--- src/rtl/filter_ctl_if.sv ---
// Handshake and memory/filter/destination buses of the filter sequencing controller.
// The controller attaches through the slave modport; its environment drives the master side.
interface filter_ctl_if #(
  parameter int WIDTH = 13,
  parameter int DEPTH = 249
);
  localparam int AW = (DEPTH > 1) ? $clog2(DEPTH) : 1;

  logic             start;
  logic             filter_en;
  logic [AW-1:0]    src_addr;
  logic [WIDTH-1:0] src_duty;
  logic [WIDTH-1:0] src_phase;
  logic             flt_din_valid;
  logic [WIDTH-1:0] flt_duty;
  logic [WIDTH-1:0] flt_phase;
  logic [WIDTH-1:0] flt_duty_f;
  logic [WIDTH-1:0] flt_phase_f;
  logic             flt_dout_valid;
  logic             dst_we;
  logic [AW-1:0]    dst_addr;
  logic [WIDTH-1:0] dst_duty;
  logic [WIDTH-1:0] dst_phase;
  logic             busy;
  logic             done;
  logic             overrun;

  modport slave (
    input  start, filter_en, src_duty, src_phase, flt_duty_f, flt_phase_f, flt_dout_valid,
    output src_addr, flt_din_valid, flt_duty, flt_phase, dst_we, dst_addr, dst_duty, dst_phase,
           busy, done, overrun
  );

  modport master (
    output start, filter_en, src_duty, src_phase, flt_duty_f, flt_phase_f, flt_dout_valid,
    input  src_addr, flt_din_valid, flt_duty, flt_phase, dst_we, dst_addr, dst_duty, dst_phase,
           busy, done, overrun
  );
endinterface

--- src/rtl/filter_ctl.sv ---
// Frame sequencer: reads DEPTH source entries, routes them through the filter or straight
// across, and writes the result to destination memory with a one-deep request queue.
module filter_ctl #(
  parameter int WIDTH = 13,
  parameter int DEPTH = 249
) (
  input logic          clk,
  input logic          rst_n,
  filter_ctl_if.slave  bus
);
  localparam int AW = (DEPTH > 1) ? $clog2(DEPTH) : 1;
  localparam int CW = $clog2(DEPTH + 1);
  localparam logic [CW-1:0] LAST = CW'(DEPTH - 1);
  localparam logic [CW-1:0] FULL = CW'(DEPTH);

  typedef enum logic [1:0] {IDLE, FETCH, DRAIN, FIN} state_t;

  state_t        state;
  logic          run_mode;
  logic          pending;
  logic [CW-1:0] rd_cnt;
  logic [CW-1:0] wr_cnt;
  logic [5:0]    idle_cnt;
  logic          busy_r;
  logic          done_r;
  logic          overrun_r;
  logic          din_valid_r;
  logic          byp_vld_p1;
  logic [AW-1:0] byp_addr_p1;

  logic streaming;
  logic wr_room;
  logic flt_we;
  logic byp_we;
  logic we;

  always_comb begin
    streaming = (state == FETCH) || (state == DRAIN);
    wr_room   = (wr_cnt < FULL);
    flt_we    = run_mode && streaming && bus.flt_dout_valid && wr_room;
    byp_we    = !run_mode && byp_vld_p1 && wr_room;
    we        = flt_we || byp_we;
  end

  // Source data arrives one cycle after its address; the filter sees it unregistered.
  assign bus.src_addr      = rd_cnt[AW-1:0];
  assign bus.flt_duty      = (busy_r && run_mode) ? bus.src_duty  : '0;
  assign bus.flt_phase     = (busy_r && run_mode) ? bus.src_phase : '0;
  assign bus.flt_din_valid = din_valid_r;

  assign bus.dst_we    = we;
  assign bus.dst_addr  = !we ? '0 : (run_mode ? wr_cnt[AW-1:0] : byp_addr_p1);
  assign bus.dst_duty  = !we ? '0 : (run_mode ? bus.flt_duty_f  : bus.src_duty);
  assign bus.dst_phase = !we ? '0 : (run_mode ? bus.flt_phase_f : bus.src_phase);

  assign bus.busy    = busy_r;
  assign bus.done    = done_r;
  assign bus.overrun = overrun_r;

  // Bypass stage p1: address of the fetch issued last cycle, aligned with its read data.
  always_ff @(posedge clk) begin
    byp_addr_p1 <= rd_cnt[AW-1:0];
  end

  always_ff @(posedge clk) begin
    if (!rst_n) begin
      state       <= IDLE;
      run_mode    <= 1'b0;
      pending     <= 1'b0;
      rd_cnt      <= '0;
      wr_cnt      <= '0;
      idle_cnt    <= '0;
      busy_r      <= 1'b0;
      done_r      <= 1'b0;
      overrun_r   <= 1'b0;
      din_valid_r <= 1'b0;
      byp_vld_p1  <= 1'b0;
    end else begin
      done_r      <= 1'b0;
      overrun_r   <= 1'b0;
      din_valid_r <= 1'b0;
      byp_vld_p1  <= (state == FETCH) && !run_mode;
      if (we) wr_cnt <= wr_cnt + 1'b1;

      // Requests arriving mid-run queue once; further ones are coalesced and flagged.
      if (bus.start && state != IDLE) begin
        if (pending) overrun_r <= 1'b1;
        pending <= 1'b1;
      end

      case (state)
        IDLE: begin
          if (bus.start || pending) begin
            state    <= FETCH;
            run_mode <= bus.filter_en;
            pending  <= 1'b0;
            rd_cnt   <= '0;
            wr_cnt   <= '0;
            idle_cnt <= '0;
            busy_r   <= 1'b1;
          end
        end
        FETCH: begin
          if (rd_cnt == '0 && run_mode) din_valid_r <= 1'b1;
          if (rd_cnt == LAST) state <= DRAIN;
          else                rd_cnt <= rd_cnt + 1'b1;
        end
        DRAIN: begin
          if (wr_cnt == FULL || (we && wr_cnt == LAST)) begin
            state  <= FIN;
            busy_r <= 1'b0;
            done_r <= 1'b1;
          end else if (we) begin
            idle_cnt <= '0;
          end else if (idle_cnt == 6'd63) begin
            state     <= FIN;
            busy_r    <= 1'b0;
            done_r    <= 1'b1;
            overrun_r <= 1'b1;
          end else begin
            idle_cnt <= idle_cnt + 1'b1;
          end
        end
        FIN: state <= IDLE;
        default: state <= IDLE;
      endcase
    end
  end
endmodule

--- src/flat_wrapper.sv ---
// flat-port wrapper written by rule: the top's interface ports become plain ports
module filter_ctl_flat 
#(
  parameter int WIDTH = 13,
  parameter int DEPTH = 249
)
  (clk, rst_n, bus_start, bus_filter_en, bus_src_duty, bus_src_phase, bus_flt_duty_f, bus_flt_phase_f, bus_flt_dout_valid, bus_src_addr, bus_flt_din_valid, bus_flt_duty, bus_flt_phase, bus_dst_we, bus_dst_addr, bus_dst_duty, bus_dst_phase, bus_busy, bus_done, bus_overrun);
  filter_ctl_if #(.WIDTH(WIDTH), .DEPTH(DEPTH)) bus_i ();
  input logic clk;
  input logic rst_n;
  input wire logic [$bits(bus_i.start)-1:0] bus_start;
  input wire logic [$bits(bus_i.filter_en)-1:0] bus_filter_en;
  input wire logic [$bits(bus_i.src_duty)-1:0] bus_src_duty;
  input wire logic [$bits(bus_i.src_phase)-1:0] bus_src_phase;
  input wire logic [$bits(bus_i.flt_duty_f)-1:0] bus_flt_duty_f;
  input wire logic [$bits(bus_i.flt_phase_f)-1:0] bus_flt_phase_f;
  input wire logic [$bits(bus_i.flt_dout_valid)-1:0] bus_flt_dout_valid;
  output wire logic [$bits(bus_i.src_addr)-1:0] bus_src_addr;
  output wire logic [$bits(bus_i.flt_din_valid)-1:0] bus_flt_din_valid;
  output wire logic [$bits(bus_i.flt_duty)-1:0] bus_flt_duty;
  output wire logic [$bits(bus_i.flt_phase)-1:0] bus_flt_phase;
  output wire logic [$bits(bus_i.dst_we)-1:0] bus_dst_we;
  output wire logic [$bits(bus_i.dst_addr)-1:0] bus_dst_addr;
  output wire logic [$bits(bus_i.dst_duty)-1:0] bus_dst_duty;
  output wire logic [$bits(bus_i.dst_phase)-1:0] bus_dst_phase;
  output wire logic [$bits(bus_i.busy)-1:0] bus_busy;
  output wire logic [$bits(bus_i.done)-1:0] bus_done;
  output wire logic [$bits(bus_i.overrun)-1:0] bus_overrun;
  assign bus_i.start = bus_start;
  assign bus_i.filter_en = bus_filter_en;
  assign bus_i.src_duty = bus_src_duty;
  assign bus_i.src_phase = bus_src_phase;
  assign bus_i.flt_duty_f = bus_flt_duty_f;
  assign bus_i.flt_phase_f = bus_flt_phase_f;
  assign bus_i.flt_dout_valid = bus_flt_dout_valid;
  assign bus_src_addr = bus_i.src_addr;
  assign bus_flt_din_valid = bus_i.flt_din_valid;
  assign bus_flt_duty = bus_i.flt_duty;
  assign bus_flt_phase = bus_i.flt_phase;
  assign bus_dst_we = bus_i.dst_we;
  assign bus_dst_addr = bus_i.dst_addr;
  assign bus_dst_duty = bus_i.dst_duty;
  assign bus_dst_phase = bus_i.dst_phase;
  assign bus_busy = bus_i.busy;
  assign bus_done = bus_i.done;
  assign bus_overrun = bus_i.overrun;
  filter_ctl #(.WIDTH(WIDTH), .DEPTH(DEPTH)) u_core (.clk(clk), .rst_n(rst_n), .bus(bus_i));
endmodule
--- config.mk ---
export PLATFORM = sky130hd
export DESIGN_NAME = filter_ctl_flat
export DESIGN_NICKNAME = d
export VERILOG_FILES = /design/src/rtl/filter_ctl_if.sv /design/src/rtl/filter_ctl.sv /design/src/flat_wrapper.sv
export SDC_FILE = /design/constraint.sdc
export NUM_CORES = 1
export LEC_CHECK = 0
export CORE_UTILIZATION = 25
export DETAILED_ROUTE_END_ITERATION = 10
export GPL_TIMING_DRIVEN = 0
export PLACE_DENSITY = 0.58
export RECOVER_POWER = 50
export SLEW_MARGIN = 20
export SYNTH_ARGS = -nofsm -noshare
export SYNTH_HDL_FRONTEND = slang
export SYNTH_SLANG_ARGS = --single-unit
--- constraint.sdc ---
create_clock -name clk -period 2.3 [get_ports clk]
set_clock_uncertainty 0.2 [all_clocks]
set_input_delay 0.345 -clock clk [delete_from_list [all_inputs] [get_ports clk]]
set_output_delay 0.345 -clock clk [all_outputs]
set_load 0.02 [all_outputs]
==> results.cfg <==
[placed_design]
place_area_mm2 = 0.00405
dp_hpwl_mm = 6.84
placed_cells = 571
port_buffers = 129
gp_congestion = 0.827

[clocking]
cts_htree_levels = 2
ctsLongestPathBuffers = 2
numCtsBuffers = 5
postCtsHoldBufs = 0
root_buffer = clkbuf_8
cts_tree = built
clk_latency_ns = 0.29
clock-sinks = 39
clkTransAtPathRegs_ns = 0.09

[detailed_routing]
detail-route-antenna-nets = 0
vias = 2811
wl_per_cell_um = 15.4
drtIter0Drc = 96
drt-pass1-iter-count = 4
drc_errors = 0
drt_wl_total_mm = 9.18
avgViaCountPerCell = 4.72

[critical_path]
critPathArrivalTime_ns = 1.82
crit_fanout = 7
end_kind = output pin
required_ns = 1.75
critPathLaunchType = register
crit_type = reg -> out
rr_worst_depth = 9

[grt]
grt_max_degree = 14
grt_use_total_pct = 16.8
first_global_vias = 2772
overflow = 0
antenna_found_initial = 0
grt_pass1_wl_mm = 14.7

[floorplanning]
initial_utilization_pct = 26.1
die_h_um = 104
core_area_mm2 = 0.00991
ios = 130
std_cell_rows = 36
die_w_um = 104
dieArea_mm2 = 0.0108

[sta]
fmax_mhz = 423
slew_viol_final = 0
period_needed_ns = 2.36
tightest_slew_ns = 0.566
period_share_pct = 103
layout_setup_ws_ns = -0.0615
slew_headroom_pct = 62.3
hold_viol = 0
rsz0062_at_grt = true
setup_viol = 20

[hold_path]
hold_class = reg -> reg
min_delay_path_depth = 0

[synth]
yosys_register_bits = 39
synth.distinct_cells = 53
ys.flop_type = dfxtp_1
synth_top_area_share_pct = 30.2
yosysWarnings = 0
synth-edff-count = 0
syn_area_mm2 = 0.00259
seq_area_frac_synth_pct = 30.2
synth_area_per_cell_um2 = 8.37
yosys.area.top_type = dfxtp_1
syn_inst = 309
synth_area_leaders = dfxtp_1 (30%), mux2i_1 (15%), nor2_1 (8.1%)
synth_nets = 376
async_flop_share_pct = 0

[run]
cap_violations = 0

[status]
outcome = finished, violations left
violations = setup timing

[finish]
nNetsFinal = 528
ff_latch_area_um2 = 792
fin_area_mm2 = 0.00459
syn2layout_area_growth_pct = 77.2
fillCellCount = 967
layoutNonFillerInstCount = 595
final_core_util_pct = 46.3
drive_gt1_share_pct = 28.8
multi_input_area_mm2 = 0.00190
most-common-layout-cells = clkdlybuf4s50_1 (67), mux2i_1 (38), nor2_1 (32), dfxtp_1 (32), buf_4 (29)
layout_commonest_cell = clkdlybuf4s50_1
insertedDiodeCount = 0

[power_and_ir_drop]
p_per_area_mw_per_mm2 = 782
leakage_nw = 1.96
ir_drop_v = 0.000480
through the flow:
stage	total power [mW]	setup WS, ns	TNS [ns]	hold slack (ns)
after global routing	3.80	-0.144	-3.47	0.255
after floorplan	1.86	0.00123	0	0.251
after detailed placement	2.47	-0.741	-23.21	0.216
after CTS	3.48	-0.0900	-1.37	0.232
after global placement	2.45	-0.738	-22.95	0.211
final	3.59	-0.0615	-0.946	0.228
what timing repair did:
action | CTS | global route
pin swaps | 21 | 6
gates resized for setup | 284 | 29
cloned | 3 | 0
endpoints found under the setup margin | 62 | 38
endpoints found under the hold margin | 0 | 0
setup buffers | 8 | 6
area by class of cell:
class | count | area share, %
multi-input cells | 243 | 41.3
repair buffers | 146 | 30.9
flip-flops and latches | 39 | 17.3
well taps | 133 | 3.63
plain buffers | 16 | 3.06
clock buffers | 5 | 1.50
clock inverters | 3 | 1.47
inverters | 10 | 0.873
synthesized netlist by cell type (3+ instances only):
cell	number
buf_2	3
a211oi_1	4
xor2_1	3
nand3_1	11
a21oi_1	8
nor3_1	4
and3_1	27
dfxtp_1	39
nand4_1	4
nand2b_1	7
ha_1	10
xnor2_1	7
clkbuf_1	11
nand2_1	24
mux2i_1	38
nor2_1	56
inv_1	9
registers in the layout, indices dropped and copies added (netlist names):
name                      cells
u_core.bus.busy               1
u_core.bus.done               1
u_core.bus.flt_din_valid      1
u_core.bus.overrun            1
u_core.bus.src_addr           8
u_core.byp_addr_p1            8
u_core.byp_vld_p1             1
u_core.idle_cnt               6
u_core.pending                1
u_core.run_mode               1
u_core.state                  2
u_core.wr_cnt                 8
power by group:
| group | switching (mW) | total [mW] | leakage (nW) | internal [mW] |
|---|---|---|---|---|
| Sequential | 0.0696 | 0.816 | 0.319 | 0.746 |
| Clock | 0.250 | 0.682 | 0.0644 | 0.433 |
| Combinational | 1.14 | 2.09 | 1.57 | 0.950 |
| Total | 1.46 | 3.59 | 1.96 | 2.13 |
worst max-delay path, cell delays in order, from the launching register on:
cell and delay [ns]:
dfxtp_2 0.34, inv_2 0.05, ha_4 0.27, nand3_4 0.06, a32o_2 0.27, buf_12 0.16, buf_16 0.15, nor2_4 0.08
buf_6 0.12
kinds of logic after synthesis:
family,count (synthesis),synth area share (%)
mux,39,15.1
compound gates,34,11.8
fa+ha+maj,10,4.84
xor+xnor,10,3.39
buf+inv,27,4.21
simple gates,150,30.5
flops,39,30.2
per-layer routing:
| layer | up-vias | share of wire, % | global-route usage (%) |
|---|---|---|---|
| li1 | 1384 | - | - |
| met1 | 1320 | 43 | 20.3 |
| met2 | 97 | 51 | 30.2 |
| met3 | 10 | 4.8 | 2.96 |
| met4 | 0 | 1.6 | 5.10 |
| met5 | - | 0 | 0 |
path summary, 6_finish.rpt:
kind	startpoint	slack (ns)	endpoint
setup / recovery	u_core.state[1]	-0.06	bus_dst_addr[4]
hold / removal	u_core.bus.src_addr[1]	0.23	u_core.byp_addr_p1[1]
setup reg to reg	u_core.state[1]	0.10	u_core.state[1]
hold reg to reg	u_core.bus.src_addr[1]	0.23	u_core.byp_addr_p1[1]
Note: power is estimated with default switching activity, not from simulation.
==> RTL change 1: new RTL, config.mk and constraints unchanged <==
`WIDTH` is set to 13 in 3 places; all go to 9.
--- a/src/rtl/filter_ctl_if.sv
+++ b/src/rtl/filter_ctl_if.sv
@@ -2,5 +2,5 @@
 // The controller attaches through the slave modport; its environment drives the master side.
 interface filter_ctl_if #(
-  parameter int WIDTH = 13,
+  parameter int WIDTH = 9,
   parameter int DEPTH = 249
 );
--- a/src/rtl/filter_ctl.sv
+++ b/src/rtl/filter_ctl.sv
@@ -2,5 +2,5 @@
 // across, and writes the result to destination memory with a one-deep request queue.
 module filter_ctl #(
-  parameter int WIDTH = 13,
+  parameter int WIDTH = 9,
   parameter int DEPTH = 249
 ) (
--- a/src/flat_wrapper.sv
+++ b/src/flat_wrapper.sv
@@ -2,5 +2,5 @@
 module filter_ctl_flat 
 #(
-  parameter int WIDTH = 13,
+  parameter int WIDTH = 9,
   parameter int DEPTH = 249
 )
Ports: changed (8 resized); port bits go from 130 to 98. No check against the original RTL was run, so the function may have changed too.
==> RTL change 1 against the original RTL <==
  * The flow still finishes with violations (negative setup slack)
  * Clock power is 34% lower
  * Synthesized area is 10% lower
  * Cell area down 13%
  * Global-route usage shrank 0.74 points
  * Synthesized cell count is 9.7% lower
  * Count of clock-buffer cells in the layout unchanged
  * Routed wire length is 12% lower
  * Critical path depth increased by 1
  * Sequential cell count stayed put
  * Power decreased by 18%
  * Worst setup slack better by 0.031 ns
==> RTL change 1: results (changes against the original RTL) <==
.. list-table::
   :header-rows: 1

   * - Metric
     - Value
   * - Status
     - finished with violations
   * - Violations in the final reports
     - negative setup slack
   * - Gr usage total
     - 16.1% (-0.74 points)
   * - Count of plain and timing-repair buffers
     - 121 (-25%)
   * - Global-route wire length before repair
     - 12500 um (-15%)
   * - Average wire per cell in the routed design
     - 16.0 um (+3.8%)
   * - Actual transition at the worst max-transition pin
     - 0.448 ns (-0.118 ns)
   * - Reg area
     - 795 um2 (+0.32%)
   * - Vias per Instance
     - 4.99 (+5.7%)
   * - Number of port buffers
     - 96 (-26%)
   * - Compound-gate portion of the synthesized area
     - 12.2% (+0.36 points)
   * - Minimum setup slack in the final design
     - -0.0304 ns (+0.0311 ns)
   * - Routability Congestion
     - 0.802 (-3.0%)
   * - Critical path data arrival time
     - 1.79 ns (-0.03 ns)
   * - Non-Clock Buffer Area Fraction
     - 30.8% (-3.1 points)
   * - Global routing met3 resource utilization
     - 2.62% (-0.33 points)
   * - Top cells by count, synth
     - sky130_fd_sc_hd__nor2_1 (41), sky130_fd_sc_hd__dfxtp_1 (39), sky130_fd_sc_hd__mux2i_1 (30)
   * - Number of failing setup endpoints in the final timing report
     - 26 (+30%)
   * - TNS Setup
     - -0.425 ns (+0.522 ns)
   * - Syn nets
     - 330 (-12%)
   * - Pleak
     - 1.61 nW (-18%)
   * - Sequential share of the synthesized area
     - 33.6% (+3.4 points)
   * - Mux share of post-synthesis cell area
     - 12.9% (-2.2 points)
   * - Post-synthesis share of cell area spent on full adders, half adders and majority gates
     - 5.38% (+0.55 points)
   * - Layout cells sized above 1
     - 27.1% (-1.7 points)
   * - Buffer count from post-CTS setup fixing
     - 5 (-3)
   * - Final Util
     - 44.9% (-1.3 points)
-- RTL change 1: changes by cell type in the layout (fill, tap and decap cells not counted), moves of 5 or more --
cell and change:
sky130_fd_sc_hd__clkdlybuf4s50_1 -16, sky130_fd_sc_hd__mux2i_1 -14, sky130_fd_sc_hd__buf_4 -12, sky130_fd_sc_hd__nor2_1 -12
sky130_fd_sc_hd__dlygate4sd2_1 -9, sky130_fd_sc_hd__and3_1 -5, sky130_fd_sc_hd__mux2i_2 +5, sky130_fd_sc_hd__nand2b_1 -5
sky130_fd_sc_hd__o21ai_0 +5
-- RTL change 1: cell families (layout without fill, tap and decap cells) --
| kind of cell | count (synthesis) | after routing |
|---|---|---|
| xor gates and xnor gates | 9 | 9 |
| AOI/OAI and AO/OA | 41 | 41 |
| muxes | 30 | 30 |
| and+or+nand+nor | 126 | 126 |
| DFF | 39 | 39 |
| adders and majority gates | 10 | 10 |
| buffers and inverters | 24 | 140 |
-- RTL change 1: power groups by stage --
stage	logic (mW)	clock network (mW)	registers, mW
global placement	1.24	0	0.816
floorplan	0.779	0	0.806
CTS	1.34	0.463	0.812
finish	1.68	0.450	0.809
detailed placement	1.25	0	0.814
global route	1.80	0.493	0.817
-- RTL change 1: final timing paths --
path | end | slack [ns] | cells after the start
setup / recovery | bus_dst_addr[2] | -0.03 | 9
hold / removal | u_core.byp_vld_p1$_SDFF_PN0_ | 0.20 | 3
setup reg to reg | u_core.idle_cnt[1]$_SDFFE_PN0P_ | 0.14 | 10
hold reg to reg | u_core.byp_addr_p1[7]$_DFF_P_ | 0.24 | 0
-- RTL change 1: routing by layer --
| layer | part of all wire [%] | up-vias |
|---|---|---|
| li1 | - | 1231 |
| met1 | 44 | 1193 |
| met2 | 50 | 76 |
| met3 | 4.9 | 11 |
| met4 | 1.1 | 0 |
| met5 | 0 | - |
==> RTL change 2: new RTL, same flow settings <==
Made on the original files. Encoding of `state_t`: now one-hot (4 bits for 4 states).
--- a/src/rtl/filter_ctl.sv
+++ b/src/rtl/filter_ctl.sv
@@ -14,5 +14,5 @@
   localparam logic [CW-1:0] FULL = CW'(DEPTH);
 
-  typedef enum logic [1:0] {IDLE, FETCH, DRAIN, FIN} state_t;
+  typedef enum logic [3:0] {IDLE = 4'b0001, FETCH = 4'b0010, DRAIN = 4'b0100, FIN = 4'b1000} state_t;
 
   state_t        state;
Formal check against the unedited RTL: no difference found for any inputs over 10 cycles, from zero or initial values and one cycle with rst_n low; not proved beyond that.
==> RTL change 2 against the original RTL <==
  * The run still ends with negative setup slack left
  * Critical path depth decreased by 1
  * Critical path type unchanged
  * Cell area about the same
  * Via count decreased by 0.18%
  * Synthesized area decreased by 4.2%
  * Routed wire length decreased by 2.0%
  * Maximum frequency decreased by 5.2%
  * Sequential cell count increased by 2
  * Worst setup slack got worse by 0.13 ns
  * Synthesized cell count decreased by 3.2%
  * Non-clock buffer count increased by 3
Power is not compared: it rests on default switching activity, and its combinational part moved more than twofold at a synthesized area within 25%.
==> RTL change 2: results (changes against the original RTL) <==
.. list-table::
   :header-rows: 1

   * - Metric
     - Value
   * - Net total in the final layout
     - 517 (-2.1%)
   * - Global-route wire length before repair
     - 13600 um (-7.3%)
   * - Status
     - finished with violations
   * - Syn nets
     - 362 (-3.7%)
   * - Clock tree root buffer cell
     - sky130_fd_sc_hd__clkbuf_8
   * - Slowest CP cell
     - sky130_fd_sc_hd__dfxtp_4
   * - Number of iterations in the first detailed-routing pass
     - 4 (unchanged)
   * - Critical path's top delay family
     - simple AND/OR/NAND/NOR gates
   * - Top cells by count, synth
     - sky130_fd_sc_hd__nor2_1 (55), sky130_fd_sc_hd__dfxtp_1 (41), sky130_fd_sc_hd__mux2i_1 (35)
   * - Highest net fanout along the worst path
     - 5 (-2)
   * - Routability Congestion
     - 0.814 (-1.6%)
   * - Filler cells
     - 965 (-0.21%)
   * - Clock-pin slew reported for the worst setup and hold paths after clock tree synthesis
     - 0.09 ns (about the same)
   * - Pin count of the biggest net entering global routing
     - 15 (+1)
   * - Largest stage delay on the critical path
     - 0.37 ns (+0.03 ns)
   * - Critical path data arrival time
     - 1.95 ns (+0.13 ns)
   * - Number of antenna violations at the first check in global routing
     - 0 (unchanged)
   * - Share of Yosys cell area claimed by the top area cell type
     - 33.1% (+2.9 points)
   * - Post-synthesis cell count
     - 299 (-3.2%)
   * - Final cell count without fillers
     - 584 (-1.8%)
   * - Cell variety after synth
     - 49 (-7.5%)
   * - Synth Warn #
     - 0 (unchanged)
   * - Sequential share of the synthesized area
     - 33.1% (+2.9 points)
   * - Minimum setup slack in the final design
     - -0.191 ns (-0.130 ns)
   * - Routed Wire Length
     - 8990 um (-2.0%)
   * - Number of port buffers
     - 128 (-0.78%)
   * - Via count
     - 2806 (-0.18%)
   * - Number of clock buffers inserted by TritonCTS
     - 5 (unchanged)
   * - Clock H-tree levels
     - 2 (unchanged)
   * - Gr usage total
     - 16.9% (+0.074 points)
   * - HPWL reported at the end of detailed placement
     - 6770 um (-1.1%)
   * - Number of failing setup endpoints in the final timing report
     - 36 (+80%)
   * - Clock Tree Buf Depth
     - 2 (unchanged)
   * - Cell types with the largest area share after synthesis
     - sky130_fd_sc_hd__dfxtp_1 (33%), sky130_fd_sc_hd__mux2i_1 (14%), sky130_fd_sc_hd__nor2_1 (8.3%), sky130_fd_sc_hd__and3_1 (8.1%), sky130_fd_sc_hd__xor2_1 (3.2%)
   * - Worst IR drop on VDD
     - 0.298 mV
   * - Violations in the final reports
     - negative setup slack
   * - # diodes
     - 0 (unchanged)
   * - Cells after DPL
     - 556 (-2.6%)
   * - Clock network latency to the later pin of the worst-skew pair
     - 0.29 ns (about the same)
   * - Initial DRC count
     - 164 (+71%)
   * - Worst hold-check path type
     - register to register
   * - Actual transition at the worst max-transition pin
     - 0.637 ns (+0.0707 ns)
   * - Share of flip-flops with an asynchronous set or reset after synthesis
     - 0% (unchanged)
   * - Pleak
     - 1.94 nW
   * - Layout cells sized above 1
     - 29.0% (+0.22 points)
   * - Number of global-route vias before repair
     - 2714 (-2.1%)
==> RTL change 2: worst paths after layout <==
| path | start | endpoint | slack, ns | cells past startpoint |
|---|---|---|---|---|
| max reg2reg | u_core.state[0]$_SDFFE_PN1P_ | u_core.bus.src_addr[7]$_SDFFE_PN0P_ | -0.05 | 8 |
| min reg2reg | u_core.bus.src_addr[5]$_SDFFE_PN0P_ | u_core.byp_addr_p1[5]$_DFF_P_ | 0.22 | 0 |
| min | u_core.bus.src_addr[5]$_SDFFE_PN0P_ | u_core.byp_addr_p1[5]$_DFF_P_ | 0.22 | 0 |
| max | u_core.state[3]$_SDFFE_PN0P_ | bus_dst_addr[0] | -0.19 | 7 |
==> RTL change 2: repair_timing <==
| action | 4_1_cts | 5_1_grt |
|---|---|---|
| pin swaps | 10 | 9 |
| buffers inserted | 9 | 9 |
| setup endpoints to repair | 78 | 53 |
| gates cloned | 3 | 0 |
| resized for setup | 262 | 24 |
| hold endpoints to repair | 0 | 0 |
==> RTL change 2: kinds of logic after synthesis <==
logic type | synth area share (%)
compound gates | 10.3
fa+ha+maj | 3.03
xor+xnor | 3.89
mux | 14.1
simple gates | 32.0
buf+inv | 3.53
flops | 33.1
==> RTL change 2: worst reg2reg max path, delay by kind of cell, from the launching register on <==
family	cells	cell delay, ns
simple gates	4	1.07
flops	1	0.35
compound gates	2	0.38
buf+inv	2	0.30
==> RTL change 2: through the flow <==
| step | setup WS (ns) | area (um2) | setup TNS [ns] |
|---|---|---|---|
| finish | -0.191 | 4580 | -4.50 |
| global route | -0.271 | 4580 | -7.96 |
| CTS | -0.205 | 4440 | -4.81 |
| detailed placement | -1.22 | 4120 | -47.94 |
| global placement | -1.23 | 4120 | -47.11 |
| floorplan | -0.0119 | 2680 | -0.255 |
==> RTL change 2: metal layers <==
metal | GRT usage [%] | share of wire, %
met5 | 0 | 0
met4 | 3.12 | 0.48
met1 | 19.6 | 40
met3 | 4.28 | 9.6
met2 | 31.2 | 50
==> RTL change 2: area by class of cell <==
type                       count  area (um2)  share of cell area (%)
buffer                        16         154                    3.36
timing repair buffer         149        1440                    31.4
clock buffer                   5        68.8                    1.50
sequential                    41         837                    18.3
multi-input combinational    235        1850                    40.3
clock inverter                 3        46.3                    1.01
tap                          129         161                    3.52
inverter                       6        30.0                   0.655
==> RTL change 2: power breakdown <==
part | total, mW | internal [mW] | switching, mW
registers | 0.776 | 0.734 | 0.0424
clock network | 0.587 | 0.325 | 0.263
logic | 0.746 | 0.365 | 0.381
